--- src/rtl/sig_rx_parse.sv ---
// sig_rx_parse: serial receiver for the 32-bit SIGNAL word. It collects the
// bits, checks parity, tail and length, and then presents the header, type and
// length fields together with a one-cycle valid or error strobe.
module sig_rx_parse #(
  parameter logic [15:0] MAX_LEN = 16'd4095,
  parameter int unsigned TIMEOUT = 255
) (
  input  logic        sig_clk_c,
  input  logic        sig_rst,
  input  logic        new_frame,
  input  logic        di_bit,
  input  logic        di_vld,
  output logic [7:0]  sig_do_hdr,
  output logic [3:0]  sig_do_type,
  output logic [15:0] sig_do_len,
  output logic        sig_do_vld,
  output logic        sig_do_err,
  output logic [3:0]  sig_err_code,
  output logic        busy
);

  localparam int unsigned WORD_W = 32;
  localparam int unsigned IDX_W  = 5;
  localparam int unsigned GAP_W  = (TIMEOUT < 2) ? 1 : $clog2(TIMEOUT + 1);

  typedef enum logic [1:0] {
    S_IDLE    = 2'd0,
    S_COLLECT = 2'd1,
    S_CHECK   = 2'd2
  } state_t;

  state_t              state, state_nxt;
  logic [IDX_W-1:0]    idx, idx_nxt;
  logic [GAP_W-1:0]    gap, gap_nxt, gap_inc;
  logic [WORD_W-1:0]   word, word_nxt;
  logic [7:0]          hdr_nxt;
  logic [3:0]          type_nxt;
  logic [15:0]         len_nxt;
  logic                vld_nxt, err_nxt, busy_nxt;
  logic [3:0]          code_nxt;

  logic                par_err, tail_err, len_err;
  logic [15:0]         word_len;

  // Word checks, evaluated on the collected word during CHECK
  assign word_len = word[27:12];
  assign par_err  = ^word[28:0];
  assign tail_err = |word[31:29];
  assign len_err  = (word_len == 16'd0) || (word_len > MAX_LEN);

  // State and datapath register with synchronous reset
  always_ff @(posedge sig_clk_c) begin
    if (sig_rst) begin
      state        <= S_IDLE;
      idx          <= '0;
      gap          <= '0;
      word         <= '0;
      sig_do_hdr   <= '0;
      sig_do_type  <= '0;
      sig_do_len   <= '0;
      sig_do_vld   <= 1'b0;
      sig_do_err   <= 1'b0;
      sig_err_code <= '0;
      busy         <= 1'b0;
    end else begin
      state        <= state_nxt;
      idx          <= idx_nxt;
      gap          <= gap_nxt;
      word         <= word_nxt;
      sig_do_hdr   <= hdr_nxt;
      sig_do_type  <= type_nxt;
      sig_do_len   <= len_nxt;
      sig_do_vld   <= vld_nxt;
      sig_do_err   <= err_nxt;
      sig_err_code <= code_nxt;
      busy         <= busy_nxt;
    end
  end

  // Next-state, bit capture, gap timing and result strobes
  always_comb begin
    state_nxt = state;
    idx_nxt   = idx;
    gap_nxt   = gap;
    gap_inc   = gap + GAP_W'(1);
    word_nxt  = word;
    hdr_nxt   = sig_do_hdr;
    type_nxt  = sig_do_type;
    len_nxt   = sig_do_len;
    vld_nxt   = 1'b0;
    err_nxt   = 1'b0;
    code_nxt  = sig_err_code;

    case (state)
      S_IDLE: begin
        if (new_frame) begin
          state_nxt = S_COLLECT;
          idx_nxt   = '0;
          gap_nxt   = '0;
        end
      end

      S_COLLECT: begin
        if (new_frame) begin
          // restart drops the partial word and any bit on this cycle
          idx_nxt = '0;
          gap_nxt = '0;
        end else if (di_vld) begin
          word_nxt[idx] = di_bit;
          idx_nxt       = idx + IDX_W'(1);
          gap_nxt       = '0;
          if (idx == IDX_W'(WORD_W - 1)) begin
            state_nxt = S_CHECK;
          end
        end else begin
          gap_nxt = gap_inc;
          if (gap_inc == GAP_W'(TIMEOUT)) begin
            err_nxt   = 1'b1;
            code_nxt  = 4'b1000;
            state_nxt = S_IDLE;
          end
        end
      end

      S_CHECK: begin
        hdr_nxt  = word[7:0];
        type_nxt = word[11:8];
        len_nxt  = word_len;
        if (par_err || tail_err || len_err) begin
          err_nxt  = 1'b1;
          code_nxt = {1'b0, len_err, tail_err, par_err};
        end else begin
          vld_nxt = 1'b1;
        end
        idx_nxt   = '0;
        gap_nxt   = '0;
        state_nxt = new_frame ? S_COLLECT : S_IDLE;
      end

      default: begin
        state_nxt = S_IDLE;
      end
    endcase

    busy_nxt = (state_nxt != S_IDLE);
  end

endmodule
--- config.mk ---
export PLATFORM = sky130hd
export DESIGN_NAME = sig_rx_parse
export DESIGN_NICKNAME = d
export VERILOG_FILES = /design/src/rtl/sig_rx_parse.sv
export SDC_FILE = /design/constraint.sdc
export NUM_CORES = 1
export LEC_CHECK = 0
export ABC_CLOCK_PERIOD_IN_PS = 3550
export BUFFER_PORTS_ARGS = -buffer_cell sky130_fd_sc_hd__buf_2
export CAP_MARGIN = 20
export CORE_AREA = 4 4 87 89
export CTS_BUF_LIST = sky130_fd_sc_hd__clkbuf_4 sky130_fd_sc_hd__clkbuf_8
export DETAILED_ROUTE_END_ITERATION = 8
export DIE_AREA = 0 0 91 93
export PLACE_DENSITY = 0.81
export SETUP_SLACK_MARGIN = 0.4
export SLEW_MARGIN = 20
export SYNTH_ARGS = -nofsm -noshare
export SYNTH_HDL_FRONTEND = slang
export SYNTH_SLANG_ARGS = --single-unit
--- constraint.sdc ---
create_clock -name sig_clk_c -period 3.55 [get_ports sig_clk_c]
set_clock_uncertainty 0.1 [all_clocks]
set_input_delay 0.1775 -clock sig_clk_c [delete_from_list [all_inputs] [get_ports sig_clk_c]]
set_output_delay 0.1775 -clock sig_clk_c [all_outputs]
set_load 0.02 [all_outputs]
# [Word-level counts from Yosys, hierarchy flattened]
# Index checks and enable logic that the tools add are counted.
# W data, S select, Z words.
[classes] bitwise_logic=2 mul=0 order_cmp=3 n_eq_ne=10 n_mux=29 shift=0 div=0 add_sub_neg=2 reduce_logical=16
[ops] op="$bwmux W32" n=1
[ops] op="$reduce_xor A29 Y1" n=1
[ops] op="$mux W8" n=3
[ops] op="$pmux W8 S3" n=1
[ops] op="$gt A16 B12 Y1 const B" n=1
[ops] op="$logic_not A16 Y1" n=1
[ops] op="$mux W4" n=4
[ops] op="$mux W5" n=3
[ops] op="$pmux W5 S3" n=1
[ops] op="$mux W2" n=5
[ops] op="$ne A2 B2 Y1 const B" n=5
[ops] op="$add A8 B1 Y8 const B" n=1
[ops] op="$eq A8 B8 Y1 const B" n=1
[ops] op="$pmux W4 S2" n=1
[ops] op="$mux W1" n=7
[ops] op="$lt A5 B6 Y1 const B" n=1
[ops] op="$pmux W2 S3" n=1
[ops] op="$reduce_and A3 Y1" n=2
[ops] op="$add A5 B1 Y5 const B" n=1
[ops] op="$demux W1 S5" n=1
[ops] op="$eq A5 B5 Y1 const B" n=1
[ops] op="$ge A5 B1 Y1 const B" n=1
[ops] op="$reduce_and A5 Y1" n=1
[ops] op="$reduce_bool A2 Y1" n=2
[ops] op="12 further kinds" n=15
[word_totals] mem_bits_ro=0 output_inout_bits=35 ramBits=0 n_memories=0 register_bits=82 latchBits=0

# [Logic depth before layout (Yosys ltp)]
[logic_depth] depth_word=7 depth_mapped=9

# [Worst setup path before layout]
# Ideal clock, no wire load.
[synth_path] path_type="reg2reg" from="register word[20]" to="register sig_do_err" t_arrival_ns=2.175 setup_ns=0.116 n_path_buf=0 slack_ns=1.159 period_less_slack_ns=2.391 path_stages_with_launch=9 required_ns=3.334 cell_sequence="dfxtp_1 inv_1 ha_1 xnor3_1 xnor3_1 xnor3_2 xnor2_1 o31a_1 o211a_1"
[synth_between] elab_chain_cells=5 word_cells_on_any_way=8
[synth_rtl] element="start, declared" line="35" rtl="logic [WORD_W-1:0] word, word_nxt;"
[synth_rtl] element="start signal, assigned" line="69" rtl="word <= word_nxt;"
[synth_rtl] element="$gt A16 B12 Y1 (tied with other cells)" line="49" rtl="assign len_err = (word_len == 16'd0) || (word_len > MAX_LEN);"
[synth_rtl] element="$logic_or A1 B1 Y1 (on tied branches)" line="49, 129"
[synth_rtl] element="$logic_or A1 B1 Y1 *" line="129" rtl="if (par_err || tail_err || len_err) begin"
[synth_rtl] element="$mux W1 *" line="129"
[synth_rtl] element="$pmux W1 S2 *" line="94" rtl="case (state)"
[synth_rtl] element="end signal, assigned" line="74" rtl="sig_do_err <= err_nxt;"
[synth_rtl] element="end, declared" line="17" rtl="output logic sig_do_err,"
# Every way passes the cells marked *; elsewhere a longest branch is shown, timed or not.
# A chain may end at the register's enable or synchronous reset.

# [Worst setup path in the final report]
[layout_path] from="register word[18]" to="register sig_err_code[1]"
[layout_between] elab_chain_cells=5 word_cells_on_any_way=8
[layout_rtl] element="$gt A16 B12 Y1 (tied with other cells)" line="49"
[layout_rtl] element="$logic_or A1 B1 Y1 (on tied branches)" line="49, 129"
[layout_rtl] element="$logic_or A1 B1 Y1 *" line="129"
[layout_rtl] element="$ne A2 B2 Y1 (no line) *"
[layout_rtl] element="$reduce_and A5 Y1 (no line) *"
[layout_rtl] element="end signal, assigned" line="75" rtl="sig_err_code <= code_nxt;"
[layout_rtl] element="end, declared" line="18" rtl="output logic [3:0] sig_err_code,"
# Marked as above.

==> flow_metrics.tcl <==
set metrics [dict create \
    clock.fmax_mhz 383 \
    vias 3427 \
    die_area_sq_um 8460 \
    hold_slack_ns 0.124 \
    dp_cells 582 \
    maxSlewViolCount 0 \
    syn-num-nets 514 \
    wirelength_um 9030 \
    max-cap-violations 0 \
    coreArea_sq_um 6760 \
    final_hold_viol_count 0 \
    die_width_um 91 \
    synthCells 490 \
    grt_pass1_vias 3307 \
    grt_usage_pct 22.5 \
    grt_max_degree 60 \
    nNetsFinal 537 \
    dr.pass1.iters 4 \
    worst_slew_pin_slew_ns 1.01 \
    start_util_pct 60.1 \
    ys.flop_type "dfxtp_1" \
    drive_gt1_share_pct 12.7 \
    setup_viol 0 \
    post_cts_buffers 0 \
    place_hpwl_um 6220 \
    yosysSeqAreaShare_pct 40.4 \
    viasPerCell 5.73 \
    min_path_type "in2reg" \
    drtIter0Drc 165 \
    required_ns 3.70 \
    numCtsBuffers 9 \
    drc_errors 0 \
    path_class "reg2reg" \
    synth_edf_count 0 \
    stdcell_count 598 \
    avgSynthCellArea_sq_um 8.29 \
    synth_cell_types 49 \
    insertion_delay_ns 0.36 \
    pin_count 40 \
    htreeDepth 3 \
    die_h_um 93 \
    cp.arrival_ns 2.76 \
    cts-root-buf "clkbuf_8" \
    synth_area_leaders "dfxtp_1, mux2i_1, nor2_1" \
    fin_util_pct 65.7 \
    place.gp.congestion 0.849 \
    leakage_nw 1.69 \
    fin_crit_sh_pct 73.5 \
    synthTopCellsByCount "dfxtp_1, nor2_1, nand2_1" \
    yosysMostFrequentCell "dfxtp_1" \
    crit_fanout 3 \
    core.rowCount 30 \
    slew_headroom_pct 32.9 \
    ys_ff_latch 82 \
    synth_warnings 0 \
    final_antenna_net_count 0 \
    cts.sinks 82 \
    synth_top_area_share_pct 40.4 \
    tns_ns 0 \
    cts_hold_buf 0 \
    period_needed_ns 2.61 \
    power_density_nw_per_um2 380 \
    io_buffers 39 \
    antenna_found_initial 0 \
    routedWlPerCell_um 15.1 \
    max-clock-path-buffers 2 \
    peakVddDrop_mv 0.182 \
    cts_tree "built" \
    endpoint_kind "register" \
    diodes 0 \
    path_clk_slew_ns 0.09 \
    grt_pass1_wl_um 15300 \
    async_flop_share_pct 0 \
    status "completed" \
    syn_to_final_growth_pct 9.30 \
    rsz0062_at_grt "no" \
    grt_overflow 0 \
    yosys.area.top_type "dfxtp_1" \
    cts-resized-gates 0 \
    netlist_area_sq_um 4060 \
    critPathLaunchType "register" \
]
-- final timing paths --
| path | from | end | slack, ns | cells after the start |
|---|---|---|---|---|
| worst min-delay path | new_frame | state[1] | 0.12 | 4 |
| worst max-delay path | word[18] | sig_err_code[1] | 0.94 | 8 |
| worst min register to register | sig_err_code[1] | sig_err_code[1] | 0.37 | 2 |
| worst max register to register | word[18] | sig_err_code[1] | 0.94 | 8 |
-- cells in the final DEF (no fill, tap or decap), types with 2 or more instances in the layout --
cell	count
o2bb2ai_1	3
or3_1	4
nand3_1	19
xnor3_2	2
nand2_1	51
and3_1	6
o21ai_1	6
a21oi_1	50
nand2b_1	7
clkbuf_8	9
and2_1	3
buf_4	3
nor3_1	5
inv_6	2
xnor3_1	2
nand4b_1	4
ha_1	18
nor2b_1	6
a21o_1	3
mux2i_1	30
nor2_1	68
o21ai_0	26
xor2_1	2
nand4_1	5
a32oi_1	2
inv_1	23
nand3b_1	3
clkinvlp_4	2
buf_2	39
xnor2_1	10
dfxtp_1	82
nor3b_1	3
-- routing by layer --
layer | wire, um | vias to the layer above | part of all wire, % | global-route usage, %
met1 | 3870 | 1618 | 43 | 27.0
met4 | 265 | 0 | 2.9 | 11.8
met5 | 0 | - | 0 | 0
met3 | 419 | 21 | 4.6 | 4.83
met2 | 4480 | 80 | 50 | 37.7
li1 | - | 1708 | - | -
-- cell type report --
class                      instances  area, sq um
inverter                          23         86.3
clock inverter                     7         76.3
clock buffer                       9          124
multi-input combinational        355         2190
sequential                        82         1640
timing repair buffer              42          218
tap                               80          100
fill                             572         2320
-- worst max-delay path, stage by stage, from the launching register on --
cell and delay, ns:
dfxtp_1 0.37, inv_1 0.05, ha_1 0.31, xnor3_1 0.39, xnor3_1 0.23, xnor3_2 0.46, mux2i_1 0.18, nor3_1 0.30
o2bb2ai_1 0.11
-- metrics by stage --
| step | setup slack, ns | area [sq um] | power (mW) |
|---|---|---|---|
| after floorplan | 1.16 | 4060 | 1.00 |
| after global placement | 1.03 | 4240 | 1.02 |
| after detailed placement | 0.943 | 4240 | 1.02 |
| after CTS | 0.930 | 4440 | 1.70 |
| after global routing | 0.862 | 4440 | 1.75 |
| final | 0.942 | 4440 | 1.69 |
-- state kept, by name, summed over array words and instances (netlist names) --
register and count:
busy 1, gap 8, idx 5, sig_do_err 1, sig_do_hdr 8, sig_do_len 16, sig_do_type 4, sig_do_vld 1
sig_err_code 4, state 2, word 32
-- kinds of logic after synthesis --
| kind of cell | share of synthesized area, % |
|---|---|
| fa+ha+maj | 5.85 |
| buf+inv | 5.64 |
| compound gates | 13.7 |
| flops | 40.4 |
| mux | 7.39 |
| xor+xnor | 4.87 |
| simple gates | 22.1 |
-- report_power, final --
group	switching (mW)	total, mW	internal (mW)
sequential	0.00292	0.925	0.922
clock	0.359	0.689	0.330
combinational	0.0540	0.0744	0.0204
No activity file was read; power rests on OpenSTA's default activity.
